<file path="src/rtl/rom_arb_pkg.sv">
// Shared types and defaults for the ROM round-robin arbiter.
//   state_t    : transaction FSM states (IDLE -> READ -> RESP)
//   *_DEF      : default address/data widths and populated ROM depth
//   ID_W       : width of the requester index carried on the response
package rom_arb_pkg;

    typedef enum logic [1:0] {
        IDLE,
        READ,
        RESP
    } state_t;

    localparam int ADDR_W_DEF = 13;
    localparam int DATA_W_DEF = 8;
    localparam int DEPTH_DEF  = 256;
    localparam int ID_W       = 2;

endpackage

</file>
<file path="src/rtl/rom_rr_arbiter_rr_pick.sv">
// rr_pick: combinational round-robin selector.
//   valid     : per-requester valid vector
//   rr_ptr    : index with highest priority this round
//   grant     : one-hot grant (zero when nothing is valid)
//   grant_idx : index of the granted requester
//   any_valid : at least one requester is valid
module rr_pick
    import rom_arb_pkg::*;
#(
    parameter int NUM_REQ = 2
) (
    input  logic [NUM_REQ-1:0] valid,
    input  logic [ID_W-1:0]    rr_ptr,
    output logic [NUM_REQ-1:0] grant,
    output logic [ID_W-1:0]    grant_idx,
    output logic               any_valid
);

    always_comb begin
        int unsigned idx;
        logic        found;
        grant     = '0;
        grant_idx = '0;
        found     = 1'b0;
        for (int unsigned k = 0; k < NUM_REQ; k++) begin
            // Walk upward from rr_ptr; one subtraction wraps any NUM_REQ.
            idx = 32'(rr_ptr) + k;
            if (idx >= NUM_REQ) begin
                idx = idx - NUM_REQ;
            end
            if (!found && valid[idx]) begin
                found      = 1'b1;
                grant[idx] = 1'b1;
                grant_idx  = ID_W'(idx);
            end
        end
        any_valid = found;
    end

endmodule

</file>
<file path="src/rtl/rom_rr_arbiter.sv">
// rom_rr_arbiter: shares one combinational ROM between NUM_REQ requesters.
// Requests are granted round-robin, the ROM is driven for exactly one cycle,
// and the registered byte is returned on a shared response channel tagged
// with the requester id.
//   clk, rst            : clock, synchronous active-high reset
//   req_valid/req_ready : per-requester request handshake
//   req_addr            : packed addresses, requester i at [i*ADDR_W +: ADDR_W]
//   rsp_valid/rsp_ready : response handshake
//   rsp_data/id/err     : returned byte, owning requester, out-of-range flag
//   rom_addr/read/ena   : ROM control, active only in the READ cycle
//   rom_data            : ROM output (may float while not enabled)
// Optional: define ROM_ARB_PARITY_EN to add rsp_parity (XOR of rsp_data).
module rom_rr_arbiter
    import rom_arb_pkg::*;
#(
    parameter int NUM_REQ = 2,
    parameter int ADDR_W  = ADDR_W_DEF,
    parameter int DATA_W  = DATA_W_DEF,
    parameter int DEPTH   = DEPTH_DEF
) (
    input  logic                      clk,
    input  logic                      rst,
    input  logic [NUM_REQ-1:0]        req_valid,
    output logic [NUM_REQ-1:0]        req_ready,
    input  logic [NUM_REQ*ADDR_W-1:0] req_addr,
    output logic                      rsp_valid,
    input  logic                      rsp_ready,
    output logic [DATA_W-1:0]         rsp_data,
    output logic [ID_W-1:0]           rsp_id,
    output logic                      rsp_err,
    output logic [ADDR_W-1:0]         rom_addr,
    output logic                      rom_read,
    output logic                      rom_ena,
    input  logic [DATA_W-1:0]         rom_data
`ifdef ROM_ARB_PARITY_EN
    ,
    output logic                      rsp_parity
`endif
);

    state_t              state;
    state_t              state_nx;
    logic [ID_W-1:0]     rr_ptr;
    logic [ADDR_W-1:0]   addr_q;
    logic [ID_W-1:0]     id_q;
    logic [ADDR_W-1:0]   rom_addr_q;
    logic [NUM_REQ-1:0]  grant;
    logic [ID_W-1:0]     grant_idx;
    logic                any_valid;
    logic [ADDR_W-1:0]   sel_addr;
    logic                in_range;

    rr_pick #(
        .NUM_REQ (NUM_REQ)
    ) u_rr_pick (
        .valid     (req_valid),
        .rr_ptr    (rr_ptr),
        .grant     (grant),
        .grant_idx (grant_idx),
        .any_valid (any_valid)
    );

    always_comb begin
        sel_addr = '0;
        for (int unsigned i = 0; i < NUM_REQ; i++) begin
            if (grant[i]) begin
                sel_addr = req_addr[i*ADDR_W +: ADDR_W];
            end
        end
    end

    assign in_range = (32'(addr_q) < 32'(DEPTH));

    // ROM address shows addr_q only while reading; otherwise it holds the
    // address of the last read so the ROM pins do not toggle in IDLE.
    assign rom_addr = (state == READ) ? addr_q : rom_addr_q;

    always_ff @(posedge clk) begin
        if (rst) begin
            state <= IDLE;
        end else begin
            state <= state_nx;
        end
    end

    always_comb begin
        state_nx  = state;
        req_ready = '0;
        rom_read  = 1'b0;
        rom_ena   = 1'b0;
        rsp_valid = 1'b0;
        case (state)
            IDLE: begin
                // Gated by rst so no handshake appears to complete on a
                // reset edge.
                if (any_valid && !rst) begin
                    req_ready = grant;
                    state_nx  = READ;
                end
            end
            READ: begin
                rom_read = in_range;
                rom_ena  = in_range;
                state_nx = RESP;
            end
            RESP: begin
                rsp_valid = 1'b1;
                if (rsp_ready) begin
                    state_nx = IDLE;
                end
            end
            default: state_nx = IDLE;
        endcase
    end

    always_ff @(posedge clk) begin
        if (rst) begin
            rr_ptr     <= '0;
            addr_q     <= '0;
            id_q       <= '0;
            rom_addr_q <= '0;
            rsp_data   <= '0;
            rsp_id     <= '0;
            rsp_err    <= 1'b0;
`ifdef ROM_ARB_PARITY_EN
            rsp_parity <= 1'b0;
`endif
        end else begin
            if (state == IDLE && any_valid) begin
                addr_q <= sel_addr;
                id_q   <= grant_idx;
            end
            if (state == READ) begin
                rom_addr_q <= addr_q;
                rsp_id     <= id_q;
                rr_ptr     <= (id_q == ID_W'(NUM_REQ - 1)) ? '0 : id_q + ID_W'(1);
                if (in_range) begin
                    rsp_data <= rom_data;
                    rsp_err  <= 1'b0;
`ifdef ROM_ARB_PARITY_EN
                    rsp_parity <= ^rom_data;
`endif
                end else begin
                    rsp_data <= '0;
                    rsp_err  <= 1'b1;
`ifdef ROM_ARB_PARITY_EN
                    rsp_parity <= 1'b0;
`endif
                end
            end
        end
    end

endmodule

</file>
<file path="config.mk">
export PLATFORM = sky130hd
export DESIGN_NAME = rom_rr_arbiter
export DESIGN_NICKNAME = d
export VERILOG_FILES = /design/src/rtl/rom_arb_pkg.sv /design/src/rtl/rom_rr_arbiter_rr_pick.sv /design/src/rtl/rom_rr_arbiter.sv
export SDC_FILE = /design/constraint.sdc
export NUM_CORES = 1
export LEC_CHECK = 0
export ABC_CLOCK_PERIOD_IN_PS = 2700
export CELL_PAD_IN_SITES_DETAIL_PLACEMENT = 0
export CELL_PAD_IN_SITES_GLOBAL_PLACEMENT = 1
export CORE_MARGIN = 3
export CORE_UTILIZATION = 33
export CTS_CLUSTER_SIZE = 28
export DETAILED_ROUTE_END_ITERATION = 8
export PLACE_DENSITY = 0.87
export SYNTH_ARGS = -nofsm -noshare
export SYNTH_HDL_FRONTEND = slang
export SYNTH_SLANG_ARGS = --single-unit
</file>
<file path="constraint.sdc">
create_clock -name clk -period 2.7 [get_ports clk]
set_input_delay 0.81 -clock clk [delete_from_list [all_inputs] [get_ports clk]]
set_output_delay 0.81 -clock clk [all_outputs]
set_load 0.01 [all_outputs]
</file>
==> impl_metrics.toml, run 1 <==
[run_status]
status = "completed"

[die]
placementRows = 27
initial_core_util_pct = 34.4
die_area_sq_mm = 0.00676
core-area_sq_mm = 0.00557
die_h_um = 82.2
ios = 68
chipWidth_um = 82.2

[detailed_routing]
dr.pass1.iters = 4
drc_errors = 0
ant_nets = 0
via_count = 1735
drt-total-wl_mm = 4.91
wire_per_inst_um = 14.1
routed_via_density = 5.00
drt_iter0_markers = 84

[critical_path]
r2r_setup_slack_ns = 0.98
cpLargestDelayFamily = "buffers and inverters"
crit_end = "req_ready[0]"
r2r_cells = 3
r2r-end = "addr_q[10]"
worstPathRequired_ns = 1.89
worst-path-stages = 5
critical_path_class = "primary input to output port"
crit-reg2reg-launch = "state[0]"
crit_path_max_incr_delay_ns = 0.43
critPathLaunchType = "primary input"
critPathCaptureType = "output port"
cp_max_fo = 3
crit_buf_inv = 2
slowest_stage = "clkdlybuf4s50_1"
path_cells = "clkdlybuf4s50_1 -> or2_2 -> nand2_1 -> nor3_2 -> buf_2"
critPathLaunch = "req_valid[0]"
cp_data_arrival_time_ns = 1.84

[timing]
setup_violations = 0
fin_crit_ns = 2.65
finalClockSkew_ns = 0.00914
rsz0062_at_grt = "no"
tightestPinTransition_ns = 0.927
period_share_pct = 98.2
setup_tns_ns = 0
finalHoldViolCount = 0
slew_headroom_pct = 38.0
max_freq_mhz = 377
whs_ns = 0.453
fin_ws_ns = 0.0490
slew_viol_final = 0

[clock_network]
clockBufferDepth = 2
cts_buffers = 5
cts_htree_levels = 2
cts.sink_count = 43
path_clk_slew_ns = 0.07
cts_tree = "yes"
cts_root_buffer = "clkbuf_8"
holdBufCountCts = 0
insertion_delay_ns = 0.29

[global_route]
grt_pass1_vias = 1616
grt_pass1_wl_mm = 7.71
grtUsageTotal_pct = 14.9
top_usage_layer = "met2"
gr-total-overflow = 0
grt_max_degree = 27
antenna_found_initial = 0
grt_util_met2_pct = 24.5
met1_usage_pct = 19.3
grtUsageMet3_pct = 2.71

[yosys]
synth-seq-cells = 43
avgSynthCellArea_sq_um = 9.30
synthCells = 206
synth_top_area_share_pct = 44.9
synth_cell_types = 26
yosysTopAreaCell = "dfxtp_1"
yosys_warnings = 0
synthTopCellsByArea = "dfxtp_1, a21oi_1, nand3_1, a311oi_1, nor2b_1"
ys_seq_area_share_pct = 44.9
syn_area_sq_mm = 0.00192
synth_nets = 245

[placement]
pre_cts_ws_ns = -0.436
place.gp.congestion = 0.803
dp_hpwl_mm = 3.53
numPortBuffers = 67

[final_layout]
antennaDiodeCount = 0
final_core_util_pct = 49.9
areaGrowthSynthToFinish_pct = 45.3
fillerInstances = 566
final_nets = 313
drive_above_1_share_pct = 16.7

[pwr]
leakage_nw = 1.06
peakVddDrop_mv = 0.259
powerDensity_mw_per_mm2 = 530

[worst_hold_path]
min_path_type = "flip-flop to flip-flop"
hp-start = "rsp_id[0]"

[job]
cap_viol_max_count = 0
what timing repair did:
action / CTS / global route
endpoints found under the setup margin: 9 / 11
pin swaps: 1 / 2
setup buffers: 0 / 1
gates resized for setup: 10 / 6
how the worst min path moves through the flow:
stage             endpoint  slack (ns)  cells past startpoint
3_5_place_dp     rsp_id[0]        0.45                      2
3_3_place_gp   rsp_data[3]        0.44                      2
4_1_cts          rsp_id[0]        0.46                      2
2_1_floorplan    rsp_id[1]        0.44                      2
6_report         rsp_id[0]        0.45                      2
5_1_grt        rsp_data[2]        0.47                      2
final cells by class:
| class | count | area (sq um) | share of cell area (%) |
|---|---|---|---|
| multi-input combinational | 141 | 953 | 34.3 |
| sequential | 43 | 862 | 31.0 |
| timing repair buffer | 82 | 788 | 28.3 |
| tap | 72 | 90.1 | 3.24 |
| clock buffer | 6 | 72.6 | 2.61 |
| clock inverter | 2 | 12.5 | 0.450 |
| inverter | 1 | 3.75 | 0.135 |
worst register-to-register path: stages, from the launching register on:
cell and delay [ns]:
dfxtp_1 0.37, or2_1 0.26, nor2_1 0.72, a311oi_1 0.19
flip-flops by register name (all words and copies together), names as in the netlist:
name / cells
rom_addr_q: 13
addr_q: 13
id_q: 2
rsp_data: 8
rsp_err: 1
rr_ptr: 2
state: 2
rsp_id: 2
cell families after synthesis:
kind of cell	count (synthesis)	share of synthesized area, %
AO/OA/AOI/OAI	44	14.8
buffers and inverters	22	6.66
flip-flops	43	44.9
multiplexers	13	8.82
AND/OR/NAND/NOR	84	24.8
cells in the mapped netlist, drive strengths merged:
| library cell | n |
|---|---|
| nor3b | 1 |
| or2 | 2 |
| inv | 1 |
| nor3 | 2 |
| nand2 | 16 |
| nand4b | 8 |
| dfxtp | 43 |
| nand2b | 3 |
| mux2 | 13 |
| nor2 | 7 |
| nand3 | 27 |
| o21ai | 3 |
| nand3b | 1 |
| buf | 13 |
| a211oi | 1 |
| or4 | 1 |
| nor4 | 1 |
| nor2b | 15 |
| clkbuf | 8 |
| a21oi | 27 |
| a311oi | 13 |
metal layers:
metal | part of all wire [%] | wire, um | vias up
met5 | 0 | 0 | -
met4 | 1.2 | 60 | 0
met3 | 5.2 | 257 | 5
met2 | 47 | 2290 | 50
met1 | 47 | 2300 | 806
li1 | - | - | 874
through the flow:
stage | instances | cell area, sq um | total power, mW
2_1_floorplan | 206 | 1920 | 0.926
3_3_place_gp | 338 | 2670 | 1.09
3_5_place_dp | 338 | 2670 | 1.09
4_1_cts | 346 | 2750 | 1.49
5_1_grt | 347 | 2780 | 1.56
6_report | 347 | 2780 | 1.48
where the power goes:
part	switching, mW	total, mW	leakage (nW)	internal, mW
clock network	0.212	0.392	0.0412	0.181
logic	0.160	0.367	0.668	0.207
registers	0.0359	0.716	0.352	0.680
placed cells by master (no fill, tap or decap), types with 6 or more instances in the layout:
cell,instances
nor2_1,7
dfxtp_1,42
buf_4,14
nor2b_1,15
a21oi_1,27
mux2_2,7
nand3_1,27
nand2_1,16
mux2_4,6
nand4b_1,8
a311oi_1,13
clkdlybuf4s50_1,61
Note: power is estimated with default switching activity, not from simulation.
==> run 2, diff against run 1 <==
- SLEW_MARGIN: default -> 40
==> run 2 against run 1 <==
Against the previous run: sequential power about the same; highest routed layer unchanged; critical path depth unchanged; critical endpoint unchanged; largest power group unchanged; non-clock buffer count unchanged; critical path type unchanged; die area unchanged; total power increased by 0.19%.
==> impl_metrics.toml, run 2 (synthesis results as in run 1) <==
[timing]
max_freq_mhz = 377
rsz0062_at_grt = "yes"
setup_tns_ns = 0
fin_crit_ns = 2.65
slew_viol_final = 0
finalHoldViolCount = 0
slew_headroom_pct = 60.4
whs_ns = 0.454
period_share_pct = 98.3
fin_ws_ns = 0.0471
tightestPinTransition_ns = 0.594
setup_violations = 0
finalClockSkew_ns = 0.00646

[critical_path]
r2r-end = "addr_q[0]"
critical_path_class = "primary input to output port"
crit_end = "req_ready[0]"
path_cells = "clkdlybuf4s50_1 -> or2_2 -> nand2_2 -> nor3_2 -> buf_2"
cp_max_fo = 3
r2r_cells = 3
r2r_setup_slack_ns = 1.23
cp_data_arrival_time_ns = 1.84
worstPathRequired_ns = 1.89
critPathLaunch = "req_valid[0]"
crit-reg2reg-launch = "state[0]"
crit_path_max_incr_delay_ns = 0.43
slowest_stage = "clkdlybuf4s50_1"
critPathCaptureType = "output port"
critPathLaunchType = "primary input"

[global_route]
grt_pass1_wl_mm = 7.51
gr-total-overflow = 0
grt_max_degree = 27
grt_pass1_vias = 1596
antenna_found_initial = 0
grtUsageTotal_pct = 14.5

[clock_network]
clockBufferDepth = 2
cts_buffers = 5
cts_tree = "yes"
cts_htree_levels = 2
cts.sink_count = 43
holdBufCountCts = 0
path_clk_slew_ns = 0.07
cts_root_buffer = "clkbuf_8"
insertion_delay_ns = 0.29

[detailed_routing]
drt-total-wl_mm = 4.89
wire_per_inst_um = 14.1
dr.pass1.iters = 4
ant_nets = 0
via_count = 1733
drc_errors = 0
routed_via_density = 4.99
drt_iter0_markers = 88

[pwr]
p_int_mw = 1.07
p_total_mw = 1.48
peakVddDrop_mv = 0.226
combPwrFrac_pct = 25.0
seqPwrFrac_pct = 48.4
powerDensity_mw_per_mm2 = 529
leakage_nw = 1.06
power_frac_clock_pct = 26.5
p_sw_uw = 409
p_sw_share_pct = 27.7

[placement]
place.gp.congestion = 0.803
dp_hpwl_mm = 3.55
pre_cts_ws_ns = -0.431
numPortBuffers = 67

[job]
cap_viol_max_count = 0

[final_layout]
multi_input_area_sq_um = 961
antennaDiodeCount = 0
seq_area_sq_um = 862
final_core_util_pct = 50.1
areaGrowthSynthToFinish_pct = 45.9
layout_commonest_cell = "clkdlybuf4s50_1"
final_nets = 313
most-common-layout-cells = "clkdlybuf4s50_1, dfxtp_1, nand3_1, a21oi_1, nand2_1"
drive_above_1_share_pct = 17.8
top_regs = "addr_q x13, rom_addr_q x13, rsp_data x8"
fillerInstances = 560

[die]
core-area_sq_mm = 0.00557
ios = 68
placementRows = 27
chipWidth_um = 82.2
die_h_um = 82.2
die_area_sq_mm = 0.00676
initial_core_util_pct = 34.4

[run_status]
status = "completed"

[worst_hold_path]
min_path_type = "flip-flop to flip-flop"
hp-start = "rsp_id[0]"
[run 2: cell types whose count changed in the layout (fill, tap and decap cells not counted)]
| cell | delta |
|---|---|
| nor2_1 | -1 |
| nor2b_1 | -1 |
| nor2b_2 | +1 |
| nor2_2 | +1 |
| nand2_2 | +1 |
| buf_6 | +1 |
| buf_4 | -1 |
| nand2_1 | -1 |
[run 2: critical path, delay by kind of cell]
kind | cells | cell delay (ns)
buffers and inverters | 2 | 0.57
AND/OR/NAND/NOR | 3 | 0.47
[run 2: how the worst min path moves through the flow]
stage / to / slack, ns / depth (start not counted)
global placement: rsp_data[3] / 0.44 / 2
detailed placement: rsp_id[0] / 0.45 / 2
CTS: rsp_id[0] / 0.46 / 2
finish: rsp_id[0] / 0.45 / 2
global route: rsp_data[2] / 0.47 / 2
floorplan: rsp_id[1] / 0.44 / 2
[run 2: cell type report]
| class | instances | share of cell area (%) |
|---|---|---|
| Clock inverter | 2 | 0.448 |
| Clock buffer | 6 | 2.60 |
| Timing Repair Buffer | 82 | 28.3 |
| Inverter | 1 | 0.134 |
| Multi-Input combinational cell | 141 | 34.4 |
| Sequential cell | 43 | 30.9 |
| Tap cell | 72 | 3.22 |
[run 2: per-layer routing]
layer	global-route usage (%)	part of all wire [%]	vias to the layer above
met5	0	0	-
met4	5.48	1.2	0
met3	2.71	5.1	5
met2	24.0	47	46
met1	18.7	47	811
li1	-	-	871
[run 2: metrics by stage]
step | cells | cell area [sq um]
3_3_place_gp | 338 | 2670
6_report | 347 | 2790
4_1_cts | 346 | 2760
5_1_grt | 347 | 2790
2_1_floorplan | 206 | 1920
3_5_place_dp | 338 | 2670
[run 2: power groups by stage]
stage | Clock [mW] | Sequential [mW] | Combinational (mW)
floorplan | 0 | 0.721 | 0.205
global placement | 0 | 0.728 | 0.361
global route | 0.439 | 0.722 | 0.404
detailed placement | 0 | 0.729 | 0.365
finish | 0.392 | 0.716 | 0.370
CTS | 0.409 | 0.715 | 0.367
[run 2: timing repair]
item,CTS,global route
pin swaps,1,1
endpoints found under the setup margin,9,13
gates resized for setup,10,8
setup buffers,0,1
==> run 3, diff against run 2 <==
- CORE_UTILIZATION: 33 -> 30
- PLACE_DENSITY: 0.87 -> 0.81
==> run 3 against run 2 <==
Against the previous run: worst setup slack got worse by 0.0017 ns; sequential share of layout area fell by 0.69 points; worst hold slack improved by 0.0056 ns; largest cell class unchanged; highest routed layer unchanged.
==> impl_metrics.toml, run 3 (synthesis results as in run 1) <==
[detailed_routing]
drc_errors = 0
drt_iter0_markers = 66
routed_via_density = 5.00
wire_per_inst_um = 14.9
via_count = 1750
drt-total-wl_mm = 5.21
dr.pass1.iters = 4
ant_nets = 0

[final_layout]
final_core_util_pct = 47.2
final_nets = 313
top_regs = "addr_q x13, rom_addr_q x13, rsp_data x8"
antennaDiodeCount = 0
areaGrowthSynthToFinish_pct = 49.2
layout_commonest_cell = "clkdlybuf4s50_1"
most-common-layout-cells = "clkdlybuf4s50_1, dfxtp_1, a21oi_1"
drive_above_1_share_pct = 18.9

[timing]
fin_crit_ns = 2.65
fin_ws_ns = 0.0455
period_share_pct = 98.3
finalClockSkew_ns = 0.00544
rsz0062_at_grt = "yes"
max_freq_mhz = 377
slew_viol_final = 0
setup_violations = 0
tightestPinTransition_ns = 0.599
slew_headroom_pct = 60.0
finalHoldViolCount = 0

[job]
cap_viol_max_count = 0

[clock_network]
insertion_delay_ns = 0.29
cts.sink_count = 43
cts_htree_levels = 2
path_clk_slew_ns = 0.07
cts_tree = "yes"
cts_buffers = 5
cts_root_buffer = "clkbuf_8"
clockBufferDepth = 2

[critical_path]
critical_path_class = "primary input to output port"
r2r_setup_slack_ns = 1.23
r2r-end = "addr_q[0]"
cp_data_arrival_time_ns = 1.84
critPathCaptureType = "output port"
r2r_cells = 3
critPathLaunchType = "primary input"
crit-reg2reg-launch = "state[0]"
worstPathRequired_ns = 1.89
cp_max_fo = 3

[global_route]
antenna_found_initial = 0
grt_pass1_wl_mm = 8.24
grtUsageTotal_pct = 14.2
grt_pass1_vias = 1636
grt_max_degree = 28
gr-total-overflow = 0

[die]
initial_core_util_pct = 31.6
core-area_sq_mm = 0.00606
ios = 68
placementRows = 28
die_area_sq_mm = 0.00738
die_h_um = 85.9
chipWidth_um = 85.9

[placement]
place.gp.congestion = 0.742
dp_hpwl_mm = 3.65
pre_cts_ws_ns = -0.410
numPortBuffers = 67

[run_status]
status = "completed"

[pwr]
powerDensity_mw_per_mm2 = 564
peakVddDrop_mv = 0.214
p_total_mw = 1.61
leakage_nw = 1.11

[worst_hold_path]
hold_depth = 2
hp-start = "rsp_data[4]"
min_to = "rsp_data[4]"
min_path_type = "flip-flop to flip-flop"
run 3: report_power, final:
group	internal [mW]	switching (mW)
Combinational	0.213	0.167
Sequential	0.680	0.0365
Clock	0.299	0.215
run 3: worst max-delay path by stage:
stage | to | start | slack, ns | depth (start not counted)
after global routing | req_ready[0] | req_valid[0] | -0.009 | 5
after CTS | req_ready[1] | req_valid[0] | 0.0002 | 6
after detailed placement | req_ready[0] | req_valid[1] | -0.41 | 6
after global placement | req_ready[0] | req_valid[1] | -0.41 | 6
after floorplan | req_ready[0] | req_valid[0] | 0.21 | 6
final | req_ready[0] | req_valid[0] | 0.05 | 5
run 3: routing by layer:
metal  track usage, %  part of all wire, %  vias to the layer above
met5                0                    0                        -
met4             4.32                  1.0                        0
met3             4.03                  5.4                        6
met2             22.3                   47                       51
met1             18.9                   46                      814
li1                 -                    -                      879
run 3: area by class of cell:
| type | instances | area (sq um) |
|---|---|---|
| fillers | 605 | 3200 |
| clock buffers | 6 | 82.6 |
| multi-input cells | 141 | 968 |
| inverters | 1 | 3.75 |
| flip-flops and latches | 43 | 862 |
| clock inverters | 2 | 35.0 |
| well taps | 75 | 93.8 |
| repair buffers | 82 | 812 |
run 3: what timing repair did:
action                                 in CTS  in global routing
pin swaps                                   2                  1
gates resized for setup                    10                 12
hold buffers                                0                  0
cloned                                      0                  1
buffers inserted                            0                  0
setup endpoints to repair                   9                 12
endpoints found under the hold margin       0                  0
run 3: metrics by stage:
stage	hold WS (ns)	cell area, sq um	cells	TNS, ns
floorplan	0.442	1920	206	0
global route	0.487	2860	350	-0.0176
CTS	0.464	2790	349	0
detailed placement	0.453	2670	341	-0.812
finish	0.460	2860	350	0
global placement	0.443	2670	341	-0.775
run 3: critical path, stage by stage:
cell	delay [ns]
clkdlybuf4s50_1	0.43
or2_2	0.33
nand2_2	0.09
nor3_2	0.05
buf_2	0.14
